--- src/rtl/axis_tx_mmio.sv ---
// Memory-mapped AXI-Stream transmit port: CPU pushes words into a small
// FIFO through the peripheral window, the FIFO head drives the stream master.
module axis_tx_mmio #(
  parameter int          AXIS_DATA_WIDTH = 8,
  parameter int          FIFO_DEPTH      = 4,
  parameter logic [31:0] SOC_SEGMENT     = 32'he4,
  parameter logic [31:0] SOC_CLASS       = 32'ha9
) (
  input  logic                       axis_aclk_i,
  input  logic                       axis_areset_i,
  input  logic [31:0]                addr_i,
  input  logic [31:0]                data_i,
  input  logic                       data_w_i,
  output logic [31:0]                data_o,
  output logic                       data_access_o,
  output logic                       m_axis_tvalid_o,
  input  logic                       m_axis_tready_i,
  output logic [AXIS_DATA_WIDTH-1:0] m_axis_tdata_o,
  output logic                       m_axis_tlast_o
);

  localparam int PW = $clog2(FIFO_DEPTH);
  localparam int LW = PW + 1;
  localparam int EW = AXIS_DATA_WIDTH + 1;
  localparam logic [LW-1:0] DEPTH = LW'(FIFO_DEPTH);

  logic [EW-1:0] mem [FIFO_DEPTH];
  logic [PW-1:0] rptr;
  logic [PW-1:0] wptr;
  logic [LW-1:0] level;
  logic          overflow;

  logic        wr;
  logic        rd;
  logic        sel_stat;
  logic        sel_data;
  logic        sel_last;
  logic        sel_ctrl;
  logic        push;
  logic        pop;
  logic        accept;
  logic        drop;
  logic        clr;
  logic [31:0] status;
  logic [31:0] rdata;
  logic        unused_bits;

  assign data_access_o = (addr_i[31:24] == SOC_SEGMENT[7:0]) &&
                         (addr_i[23:16] == SOC_CLASS[7:0]);

  assign sel_stat = addr_i[6:4] == 3'd1;
  assign sel_data = addr_i[6:4] == 3'd2;
  assign sel_last = addr_i[6:4] == 3'd3;
  assign sel_ctrl = addr_i[6:4] == 3'd4;

  assign wr = data_access_o && data_w_i;
  assign rd = data_access_o && !data_w_i;

  assign m_axis_tvalid_o = level != '0;
  assign {m_axis_tlast_o, m_axis_tdata_o} = mem[rptr];

  // A pop on the same edge frees the slot, so a full FIFO still accepts
  assign pop    = m_axis_tvalid_o && m_axis_tready_i;
  assign push   = wr && (sel_data || sel_last);
  assign accept = push && ((level != DEPTH) || pop);
  assign drop   = push && !accept;
  assign clr    = wr && sel_ctrl && data_i[0];

  assign unused_bits = ^{addr_i[15:7], addr_i[3:0],
                         data_i[31:AXIS_DATA_WIDTH]};

  always_comb begin
    status         = '0;
    status[0]      = level == '0;
    status[1]      = level == DEPTH;
    status[2]      = overflow;
    status[3]      = m_axis_tvalid_o;
    status[8 +: LW] = level;
  end

  always_comb begin
    rdata = '0;
    unique case (1'b1)
      sel_stat: rdata = status;
      sel_ctrl: rdata = {31'b0, overflow};
      default:  rdata = '0;
    endcase
  end

  always_ff @(posedge axis_aclk_i or posedge axis_areset_i) begin
    if (axis_areset_i) begin
      for (int i = 0; i < FIFO_DEPTH; i++) mem[i] <= '0;
    end else if (accept) begin
      mem[wptr] <= {sel_last, data_i[AXIS_DATA_WIDTH-1:0]};
    end
  end

  always_ff @(posedge axis_aclk_i or posedge axis_areset_i) begin
    if (axis_areset_i) begin
      rptr     <= '0;
      wptr     <= '0;
      level    <= '0;
      overflow <= 1'b0;
      data_o   <= '0;
    end else begin
      if (accept) wptr <= wptr + PW'(1);
      if (pop)    rptr <= rptr + PW'(1);
      level <= level + LW'(accept) - LW'(pop);
      if (drop)
        overflow <= 1'b1;
      else if (clr)
        overflow <= 1'b0;
      if (rd) data_o <= rdata;
    end
  end

endmodule

--- config.mk ---
export PLATFORM = sky130hd
export DESIGN_NAME = axis_tx_mmio
export DESIGN_NICKNAME = d
export VERILOG_FILES = /design/src/rtl/axis_tx_mmio.sv
export SDC_FILE = /design/constraint.sdc
export NUM_CORES = 1
export LEC_CHECK = 0
export ABC_CLOCK_PERIOD_IN_PS = 2600
export CAP_MARGIN = 20
export CORE_MARGIN = 4
export CORE_UTILIZATION = 23
export CTS_CLUSTER_DIAMETER = 120
export DETAILED_ROUTE_END_ITERATION = 8
export PLACE_DENSITY = 0.47
export SYNTH_ARGS = -nofsm -noshare
export SYNTH_HDL_FRONTEND = slang
export SYNTH_SLANG_ARGS = --single-unit
export TNS_END_PERCENT = 5
--- constraint.sdc ---
create_clock -name axis_aclk_i -period 2.6 [get_ports axis_aclk_i]
set_input_delay 0.26 -clock axis_aclk_i [delete_from_list [all_inputs] [get_ports axis_aclk_i]]
set_output_delay 0.26 -clock axis_aclk_i [all_outputs]
set_load 0.01 [all_outputs]
==> reports/metrics.csv <==
stage,metric,value,unit
synthesis,number of synthesis warnings,0,
timing,Final Cycle Share,94.70,%
cells_and_area,antenna cells,0,
routing,wire per inst,14.55,um
routing,number of design-rule violations left by the first detailed-router iteration,64,
worst_setup_path,arrival time reported for the critical path endpoint,2.63,ns
die,die height,117.5,um
synthesis,Post-synth EDFFs,0,
clock_network,post-CTS setup buffer count,0,
clock_network,clock buffer count from CTS,5,
clock_network,number of sinks on the clock net,51,
cells_and_area,synthesis-to-layout area growth,29.22,%
routing,vias per cell,4.129,
die,Top-Level Pins,111,
clock_network,CTS tree,done,
global_routing,vias in the first global route,1814,
worst_setup_path,"Data required, critical path",2.77,ns
die,overall die area,13810,um^2
cells_and_area,core occupancy in the finished layout,30.81,%
synthesis,Synth Cell Area,2758,um^2
timing,Worst Hold Margin,0.3113,ns
die,initial core utilization,23.85,%
pwr,maximum vdd drop,0.2470,mV
synthesis,Synth area leader,dfrtp_1,
place,total cell area at the placement stage,3395,um^2
global_routing,overflow left after global routing,0,
worst_setup_path,crit path max fanout,5,
worst_setup_path,type of the worst setup path,reg -> reg,
timing,total count of hold-check failures in the final report,0,
routing,routed wire length,5.849,mm
place,Placer Congestion,0.7453,
place,I/O Buffers,48,
clock_network,latest clock arrival within the worst-skew pair,0.29,ns
synthesis,Cells after Synth,198,
pwr,Tot Pwr,2059,uW
hold_path,classification of the worst-slack hold path,in -> async,
timing,Final Max Tran Viols,0,
routing,DRC viols,0,
worst_setup_path,Critical Path Source,level[1],
timing,setup repair after global routing missed its margin,no,
worst_setup_path,Setup crit end kind,register,
clock_network,Clock Pin Slew Worst Setup and Hold Paths,0.06,ns
pwr,power density normalized to cell area,577.7,nW/um^2
cells_and_area,Final nets,334,
worst_setup_path,register-to-register path setup slack,0.14,ns
routing,number of search-and-repair iterations in the first detailed-routing pass,4,
die,die outline width,117.5,um
clock_network,clock root buffer,clkbuf_16,
timing,number of setup violations in the final report,0,
timing,Achievable Freq,0.4061,GHz
clock_network,deepest clock path buffer count,2,
die,Rows,39,
global_routing,number of antenna violations at the first check in global routing,0,
synthesis,sequential area share after synthesis,46.28,%
cells_and_area,post-layout instance area,3563,um^2
synthesis,top-count cell post-synth,dfrtp_1,
worst_setup_path,startpoint type of the worst setup path,register,
outcome,status,"complete, no violations",
cells_and_area,ratio of cells with drive above 1 in the final layout,28.96,%
synthesis,area share of the largest cell type after synthesis,46.28,%
routing,via total after detailed routing,1660,
synthesis,Yosys reg bits,51,
synthesis,leading post-synthesis cells by cell area,"dfrtp_1 (46%), mux2_4 (17%), mux4_2 (7.4%), buf_4 (6.8%), ha_1 (2.7%)",
synthesis,"FFs w/ async S/R, synth",100.0,%
pwr,static leakage,0.001708,uW
synthesis,top post-synthesis cells by count,"dfrtp_1 (51), mux2_4 (32), buf_4 (25), o21ai_0 (13), inv_1 (11)",
worst_setup_path,startpoint of the worst-slack reg-to-reg timing path,level[1],
routing,Final ANT Viol Nets,0,
run,MaxCap Viol Count,0,
place,total half-perimeter wirelength after legalization and detailed placement,4.243,mm
global_routing,global-route usage over all layers,8.678,%
timing,final worst clock skew,0.005068,ns
global_routing,global-route wire length before repair,9.625,mm
die,Std-Cell Core Area,11560,um^2
timing,final worst path period need,2.462,ns
synthesis,distinct cell type count after synthesis,35,
clock_network,number of levels the H-tree was split into,2,
worst_setup_path,terminus of the critical flop-to-flop path,level[2],
synthesis,"Avg Cell Area, Syn",13.93,um^2
worst_setup_path,count of cells along the worst register-to-register path,10,
global_routing,maximum number of pins on one net before global-route repair,33,
synthesis,top flip-flop cell by instance count after synthesis,dfrtp_1,
-- timing repair --
action	in CTS	in global routing
resized for setup	0	2
setup endpoints to repair	0	1
hold buffers	0	0
-- worst max path at each step --
stage,slack [ns],end
after global placement,-0.09,level[2]
after floorplan,0.02,level[2]
after CTS,0.09,level[2]
after detailed placement,-0.11,level[2]
final,0.14,level[2]
after global routing,0.05,level[2]
-- layout by cell type, fill, tap and decap left out, types with 2 or more instances in the layout --
master,n
and4bb_2,2
buf_4,11
clkbuf_16,5
clkdlybuf4s50_1,48
conb_1,25
dfrtp_1,51
ha_1,6
inv_1,10
mux2_4,32
mux2i_1,4
mux4_2,9
nand2_1,9
nand3_4,4
nand4_1,2
nor3_1,2
o21ai_0,13
o31ai_1,2
xnor2_1,3
-- state kept, by name (all words and copies together), names as in the netlist --
signal and cells:
rptr 2, mem 36, data_o 7, overflow 1, wptr 2, level 3
-- metal layers --
layer	wire length [um]	track usage (%)	share of wire, %
met3	396	2.835	6.8
met4	44	2.198	0.75
met1	2767	11.60	47
met5	0	0	0
met2	2641	13.62	45
-- area by class of cell --
cell class / instances / area, um^2
fillers: 1176 / 8001
well taps: 143 / 178.9
multi-input cells: 129 / 1319
clock buffers: 6 / 128.9
clock inverters: 1 / 30.03
inverters: 12 / 47.55
flip-flops and latches: 51 / 1276
repair buffers: 60 / 583.1
-- logic make-up (layout without fill, tap and decap cells) --
| kind of cell | after synthesis | count (layout) | synth area share [%] |
|---|---|---|---|
| and+or+nand+nor | 29 | 29 | 8.938 |
| muxes | 46 | 46 | 26.63 |
| adders and majority gates | 7 | 7 | 3.448 |
| xor gates and xnor gates | 5 | 5 | 1.588 |
| AOI/OAI and AO/OA | 17 | 17 | 3.448 |
| DFF | 51 | 51 | 46.28 |
| other | 1 | 25 | 0.1360 |
| buffers and inverters | 42 | 79 | 9.528 |
-- critical path, stage by stage, from the launching register on --
cell	delay, ns
dfrtp_1	0.44
or4b_4	0.56
and3_4	0.19
nand2_1	0.08
ha_1	0.23
inv_1	0.06
ha_1	0.13
inv_1	0.05
fa_2	0.35
xnor2_2	0.14
xnor2_1	0.12
-- where the power goes --
part           leakage (uW)  switching [uW]  internal (uW)
logic              0.000950             178            230
registers          0.000680            88.0            837
clock network     0.0000769             276            449
total               0.00171             542           1520
-- stage by stage --
stage                     setup TNS, ns  setup slack [ns]  instances
after global placement         -0.08710          -0.08710        395
after detailed placement        -0.1106           -0.1106        395
after floorplan                       0           0.01900        222
after CTS                             0           0.09115        402
after global routing                  0           0.04607        402
final                                 0            0.1378        402
Power figures use the tool's default switching activity.
